**config.mk**
```make
export PLATFORM = sky130hd
export DESIGN_NAME = pwm_capture
export DESIGN_NICKNAME = d
export VERILOG_FILES = /design/src/rtl/pwm_pkg.sv /design/src/rtl/pwm_sync.sv /design/src/rtl/pwm_capture.sv
export SDC_FILE = /design/constraint.sdc
export NUM_CORES = 1
export LEC_CHECK = 0
export CORE_MARGIN = 2
export CORE_UTILIZATION = 54
export DETAILED_ROUTE_END_ITERATION = 10
export HOLD_SLACK_MARGIN = 0.1
export PLACE_DENSITY_LB_ADDON = 0.3
export SLEW_MARGIN = 20
export SYNTH_ARGS = -nofsm -noshare
export SYNTH_HDL_FRONTEND = slang
export SYNTH_SLANG_ARGS = --single-unit
```
**constraint.sdc**
```tcl
create_clock -name clk -period 2.1 [get_ports clk]
set_clock_uncertainty 0.2 [all_clocks]
set_input_delay 0.21 -clock clk [delete_from_list [all_inputs] [get_ports clk]]
set_output_delay 0.21 -clock clk [all_outputs]
set_load 0.05 [all_outputs]
```
**src/rtl/pwm_pkg.sv**
```systemverilog
// Shared definitions for the PWM capture block: default counter width
// and the measurement FSM state encoding.
package pwm_pkg;

  // Base counter width, matching the PWM generator duty width.
  localparam int CNT_W_DEFAULT = 12;

  // Measurement FSM: wait for a first rise, then track the high and low phases.
  typedef enum logic [1:0] {
    WAIT_RISE = 2'd0,
    HIGH      = 2'd1,
    LOW       = 2'd2
  } pwm_state_e;

endpackage

```
**src/rtl/pwm_sync.sv**
```systemverilog
// Input conditioning for pwm_capture: a 2-flop synchronizer, an optional
// glitch filter, and rise/fall detection against a one-cycle delayed level.
// Build option: define PWM_CAPTURE_FILTER_EN to require three consecutive
// identical synchronized samples before the level may change.
module pwm_sync (
  input  logic clk,
  input  logic rst,
  input  logic pwm_in,
  output logic level,
  output logic rise,
  output logic fall
);

  logic sync1_r;
  logic sync2_r;
  logic level_r;
  logic level_d_r;

  // Two-flop synchronizer for the asynchronous PWM input.
  always_ff @(posedge clk) begin
    if (rst) begin
      sync1_r <= 1'b0;
      sync2_r <= 1'b0;
    end else begin
      sync1_r <= pwm_in;
      sync2_r <= sync1_r;
    end
  end

`ifdef PWM_CAPTURE_FILTER_EN
  logic hist1_r;
  logic hist2_r;

  // Level follows the synchronized input only after three identical samples.
  always_ff @(posedge clk) begin
    if (rst) begin
      hist1_r <= 1'b0;
      hist2_r <= 1'b0;
      level_r <= 1'b0;
    end else begin
      hist1_r <= sync2_r;
      hist2_r <= hist1_r;
      if ((sync2_r == hist1_r) && (hist1_r == hist2_r)) begin
        level_r <= sync2_r;
      end else begin
        level_r <= level_r;
      end
    end
  end
`else
  // Unfiltered: level is a registered copy of the synchronizer output.
  always_ff @(posedge clk) begin
    if (rst) begin
      level_r <= 1'b0;
    end else begin
      level_r <= sync2_r;
    end
  end
`endif

  // Delayed copy of the level, used for edge detection.
  always_ff @(posedge clk) begin
    if (rst) begin
      level_d_r <= 1'b0;
    end else begin
      level_d_r <= level_r;
    end
  end

  assign level = level_r;
  assign rise  = level_r & ~level_d_r;
  assign fall  = ~level_r & level_d_r;

endmodule

```
**src/rtl/pwm_capture.sv**
```systemverilog
// PWM duty/period capture. Measures rising edge to rising edge and reports
// the high time and period of each complete cycle with a one-cycle valid.
// Counters saturate; reaching saturation flags a stuck input instead.
// Build option: PWM_CAPTURE_FILTER_EN enables the input glitch filter.
module pwm_capture
  import pwm_pkg::*;
#(
  parameter int CNT_W = CNT_W_DEFAULT
) (
  input  logic           clk,
  input  logic           rst,
  input  logic           pwm_in,
  output logic [CNT_W:0] duty,
  output logic [CNT_W:0] period,
  output logic           valid,
  output logic           stuck_hi,
  output logic           stuck_lo,
  output logic           level
);

  localparam int MW = CNT_W + 1;
  localparam logic [MW-1:0] CNT_MAX  = {MW{1'b1}};
  localparam logic [MW-1:0] CNT_ONE  = {{(MW-1){1'b0}}, 1'b1};
  localparam logic [MW-1:0] CNT_ZERO = {MW{1'b0}};

  // Saturating increment: holds at all-ones instead of wrapping.
  function automatic logic [MW-1:0] sat_inc(input logic [MW-1:0] v);
    if (v == CNT_MAX) begin
      return v;
    end else begin
      return v + CNT_ONE;
    end
  endfunction

  logic          level_s;
  logic          rise_s;
  logic          fall_s;
  logic          sat_s;
  logic          capture_s;
  logic          stuck_set_s;
  pwm_state_e    state_r;
  pwm_state_e    state_nxt_s;
  logic [MW-1:0] period_cnt_r;
  logic [MW-1:0] high_cnt_r;
  logic [MW-1:0] duty_r;
  logic [MW-1:0] period_r;
  logic          valid_r;
  logic          stuck_hi_r;
  logic          stuck_lo_r;

  pwm_sync u_sync (
    .clk    (clk),
    .rst    (rst),
    .pwm_in (pwm_in),
    .level  (level_s),
    .rise   (rise_s),
    .fall   (fall_s)
  );

  assign sat_s = (period_cnt_r == CNT_MAX);

  // FSM state register.
  always_ff @(posedge clk) begin
    if (rst) begin
      state_r <= WAIT_RISE;
    end else begin
      state_r <= state_nxt_s;
    end
  end

  // FSM next state: a rise always wins over saturation in the same cycle.
  always_comb begin
    state_nxt_s = state_r;
    case (state_r)
      WAIT_RISE: begin
        if (rise_s) begin
          state_nxt_s = HIGH;
        end else begin
          state_nxt_s = WAIT_RISE;
        end
      end
      HIGH: begin
        if (rise_s) begin
          state_nxt_s = HIGH;
        end else if (sat_s) begin
          state_nxt_s = WAIT_RISE;
        end else if (fall_s) begin
          state_nxt_s = LOW;
        end else begin
          state_nxt_s = HIGH;
        end
      end
      LOW: begin
        if (rise_s) begin
          state_nxt_s = HIGH;
        end else if (sat_s) begin
          state_nxt_s = WAIT_RISE;
        end else begin
          state_nxt_s = LOW;
        end
      end
      default: begin
        state_nxt_s = WAIT_RISE;
      end
    endcase
  end

  // FSM outputs: capture on a rise that closes a full period, stuck on saturation.
  always_comb begin
    capture_s   = 1'b0;
    stuck_set_s = 1'b0;
    case (state_r)
      WAIT_RISE: begin
        capture_s   = 1'b0;
        stuck_set_s = 1'b0;
      end
      HIGH: begin
        capture_s   = 1'b0;
        stuck_set_s = sat_s & ~rise_s;
      end
      LOW: begin
        capture_s   = rise_s;
        stuck_set_s = sat_s & ~rise_s;
      end
      default: begin
        capture_s   = 1'b0;
        stuck_set_s = 1'b0;
      end
    endcase
  end

  // Period and high-time counters; the rise cycle itself counts as one.
  always_ff @(posedge clk) begin
    if (rst) begin
      period_cnt_r <= CNT_ZERO;
      high_cnt_r   <= CNT_ZERO;
    end else if (rise_s) begin
      period_cnt_r <= CNT_ONE;
      high_cnt_r   <= CNT_ONE;
    end else if ((state_r == WAIT_RISE) || stuck_set_s) begin
      period_cnt_r <= CNT_ZERO;
      high_cnt_r   <= CNT_ZERO;
    end else begin
      period_cnt_r <= sat_inc(period_cnt_r);
      if (level_s) begin
        high_cnt_r <= sat_inc(high_cnt_r);
      end else begin
        high_cnt_r <= high_cnt_r;
      end
    end
  end

  // Registered results, valid pulse and stuck flags.
  always_ff @(posedge clk) begin
    if (rst) begin
      duty_r     <= CNT_ZERO;
      period_r   <= CNT_ZERO;
      valid_r    <= 1'b0;
      stuck_hi_r <= 1'b0;
      stuck_lo_r <= 1'b0;
    end else begin
      valid_r <= capture_s;
      if (capture_s) begin
        duty_r   <= high_cnt_r;
        period_r <= period_cnt_r;
      end else begin
        duty_r   <= duty_r;
        period_r <= period_r;
      end
      if (rise_s) begin
        stuck_hi_r <= 1'b0;
        stuck_lo_r <= 1'b0;
      end else if (stuck_set_s) begin
        stuck_hi_r <= level_s;
        stuck_lo_r <= ~level_s;
      end else begin
        stuck_hi_r <= stuck_hi_r;
        stuck_lo_r <= stuck_lo_r;
      end
    end
  end

  assign duty     = duty_r;
  assign period   = period_r;
  assign valid    = valid_r;
  assign stuck_hi = stuck_hi_r;
  assign stuck_lo = stuck_lo_r;
  assign level    = level_s;

endmodule
```
==> metrics.md, run 1 <==
| Metric | Value |
|---|---|
| Core Region | between 0.004 and 0.005 mm^2 |
| Io pins | 33 |
| Global-route wire length before repair | around 9500 um |
| DRC | 0 |
| Clk pin slew, worst setup/hold paths | about 60 ps |
| Syn-to-layout area delta | 24.0% |
| Final worst path period need | 2050 ps |
| FF+latch count, synth | 61 |
| Fin Hold WS | 236 ps |
| Total CTS buffers | 9 |
| Synth warnings | 0 |
| Drt pass-1 iters | 4 |
| DP HPWL | approximately 4000 um |
| Initial Utilization | a little under three fifths |
| Worst Hold Class | reg -> reg |
| Vias/cell | roughly 5.7 |
| H-tree depth | 3 |
| Share of cells above drive strength 1 | between 10% and 20% |
| Crit. End Element | primary output |
| # diodes | 0 |
| Avg WL per Cell | approximately 14 um |
| Die W | 73.4 um |
| Via count | roughly 2300 |
| CTS tree | built |
| DR iter-0 viols | between 100 and 150 |
| Synth cell types | 41 |
| Ys async rst share | 0% |
| Mapped Avg Cell Area | between 8 and 9 um^2 |
| Crit path kind | reg -> out |
| Hold path depth | 1 |
| Register area share after synthesis | roughly 47% |
| Worst r2r dst | high_cnt_r[10] |
| Critical R2R Launch | high_cnt_r[0] |
| Slowest cell on crit path | clkdlybuf4s50_1 |
| Post-synth EDFFs | 0 |
| Antenna violations before repair | 0 |
| Worst path required time | 1690 ps |
| # Post-CTS Setup Buffers | 0 |
| Nets | between 300 and 400 |
| Clk buf depth | 2 |
| Final WL | ~5600 um |
| CP Max Fanout | 10 |
| GRT Util Overall | 23.2% |
| Die area | approximately 0.0054 mm^2 |
| Die height | 73.4 um |
| Worst path top cell family by delay | buffers and inverters |
| Worst relative slew slack | about two thirds |
| Post-cts hold buffer count | 0 |
| Clock Root Buffer | clkbuf_8 |
| Slew Limit Fails | 0 |
| Max incr delay on CP | approximately 850 ps |
| Unrepaired setup endpoints after global routing | false |
| Hold endpoint | u_sync.level |
| Reg2reg path depth | 5 |
| # rows | 25 |
| Max-cap viol count | 0 |
| R2R setup slack | 160 ps |
| WP buf/inv | 1 |
| Worst setup SP type | register |
| Hold Crit Start | u_sync.sync2_r |
| Final setup viols | 0 |
| Post-route cell area | 0.00322 mm^2 |
| Max Clock Freq | around 490 MHz |
| Setup tns final | 0 ps |
| Final Cycle Share | 97.4% |
| Number of port buffers | 32 |
| Max VDD drop | roughly 0.5 mV |
| GR Overflow Total | 0 |
| Clock sinks | 61 |
| Least-Margin Pin Slew | between 500 and 600 ps |
| Vias in the first global route | between 2000 and 2500 |
| Total power | between 2 and 2.5 mW |
| Worst path cell trace | clkdlybuf4s50_1 |
| Net count of the mapped netlist | 320 |
| Clock network latency to the later pin of the worst-skew pair | between 300 and 400 ps |
| CTS resizes | 0 |
| Fin. Hold Viols | 0 |
| Status | finished, final reports clean |
| Antenna Violating Nets Remaining | 0 |
| Power per Cell Area | 701 mW/mm^2 |
| Area of placed instances | between 0.003 and 0.004 mm^2 |
| Leakage | 1.04 nW |
| Cells after Synth | approximately 310 |
| GP Congestion | roughly 0.79 |
| Largest net degree at the start of global routing | 40 |
| Mapped Area | between 0.002 and 0.003 mm^2 |
| Critical Path AT | about 1600 ps |
| Top_reg_cell synth | dfxtp_1 |
[where the power goes]
part | switching [mW] | internal, mW | leakage (nW)
clock | 0.413 | 0.633 | 0.102
combinational | 0.0272 | 0.0187 | 0.448
sequential | 0.00418 | 1.16 | 0.492
total | 0.445 | 1.81 | 1.04
[final cells by class]
class	instances	area [um^2]
fill	387	1470
tap	54	67.6
timing repair buffer	47	445
clock buffer	13	169
sequential	61	1220
clock inverter	1	30.0
multi-input combinational	224	1260
inverter	8	30.0
[worst max path at each step]
stage                       start        endpoint  slack, ps  cells past startpoint
finish               u_sync.level           level         50                      1
global route         u_sync.level           level         20                      1
floorplan            u_sync.level  high_cnt_r[10]        160                      5
global placement    high_cnt_r[0]  high_cnt_r[10]        220                      5
detailed placement  high_cnt_r[0]  high_cnt_r[10]        170                      5
CTS                  u_sync.level           level         50                      1
[cells in the final DEF (no fill, tap or decap), types with 3 or more instances in the layout]
master	synthesis	layout
inv_1	8	8
or3_1	9	9
clkdlybuf4s50_1	0	32
and4_1	5	5
ha_1	6	6
nor2b_1	5	5
nand3_1	11	11
a211oi_1	3	3
nor2_1	16	16
o21ai_0	8	8
buf_4	0	14
nand4_1	7	7
o31ai_1	3	3
nand2_1	64	64
clkbuf_8	0	12
nor3_1	11	11
and3_1	5	5
a21oi_1	41	41
dfxtp_1	61	60
mux2i_1	4	4
[synth_stat cells, types with 2 or more instances]
cell type  count  area, um^2
buf_2         10        50.1
clkbuf_1       6        22.5
a211oi_1       3        22.5
and3_1         5        31.3
a2111oi_2      2        30.0
o21ai_0        8        40.0
nor2b_1        5        31.3
a21oi_1       41         205
nand4_1        7        43.8
nand3_1       11        55.1
o211ai_1       2        15.0
xnor2_1        2        17.5
and4_1         5        43.8
mux2i_1        4        40.0
inv_1          8        30.0
nor4_1         2        12.5
nor3_1        11        55.1
dfxtp_1       61        1220
or4_1          2        15.0
nand2_1       64         240
nor2_1        16        60.1
ha_1           6        75.1
o31ai_1        3        22.5
nand4_2        2        25.0
or3_1          9        56.3
[flip-flops by register name, summed over array words and instances (netlist names), 2 cells and up]
| name | cells |
|---|---|
| period_cnt_r | 13 |
| duty | 13 |
| period | 13 |
| state_r | 2 |
| high_cnt_r | 13 |
[cells by family after synthesis]
logic type                 Yosys count  share of synthesized area (%)
xor gates and xnor gates             2                          0.674
DFF                                 61                           47.0
AOI/OAI and AO/OA                   67                           15.8
buffers and inverters               26                           4.57
adders and majority gates            6                           2.89
muxes                                4                           1.54
and+or+nand+nor                    145                           27.5
[per-stage QoR]
step / setup slack (ps) / utilization (%) / cells
after global routing: 15.2 / 68.7 / 408
after detailed placement: 169 / 64.5 / 394
after CTS: 54.4 / 68.7 / 408
final: 54.7 / 68.7 / 408
after global placement: 221 / 64.5 / 394
after floorplan: 164 / - / 311
[per-layer routing]
layer / part of all wire [%] / global-route usage (%) / up-vias
met5: 0 / 0 / -
met4: 1.6 / 9.09 / 0
met3: 3.5 / 7.00 / 9
met2: 52 / 41.0 / 33
met1: 43 / 25.9 / 1117
li1: - / - / 1172
No activity file was read; power rests on OpenSTA's default activity.
==> run 2, diff against run 1 <==
--- a/config.mk
+++ b/config.mk
@@ -5,6 +5,7 @@
 export SDC_FILE = /design/constraint.sdc
 export NUM_CORES = 1
 export LEC_CHECK = 0
+export CAP_MARGIN = 20
 export CORE_MARGIN = 2
 export CORE_UTILIZATION = 54
 export DETAILED_ROUTE_END_ITERATION = 10
@@ -14,3 +15,4 @@
 export SYNTH_ARGS = -nofsm -noshare
 export SYNTH_HDL_FRONTEND = slang
 export SYNTH_SLANG_ARGS = --single-unit
+export TNS_END_PERCENT = 30
==> results of run 2 <==
The final DEF is identical to that of run 1; final timing and power are the same.
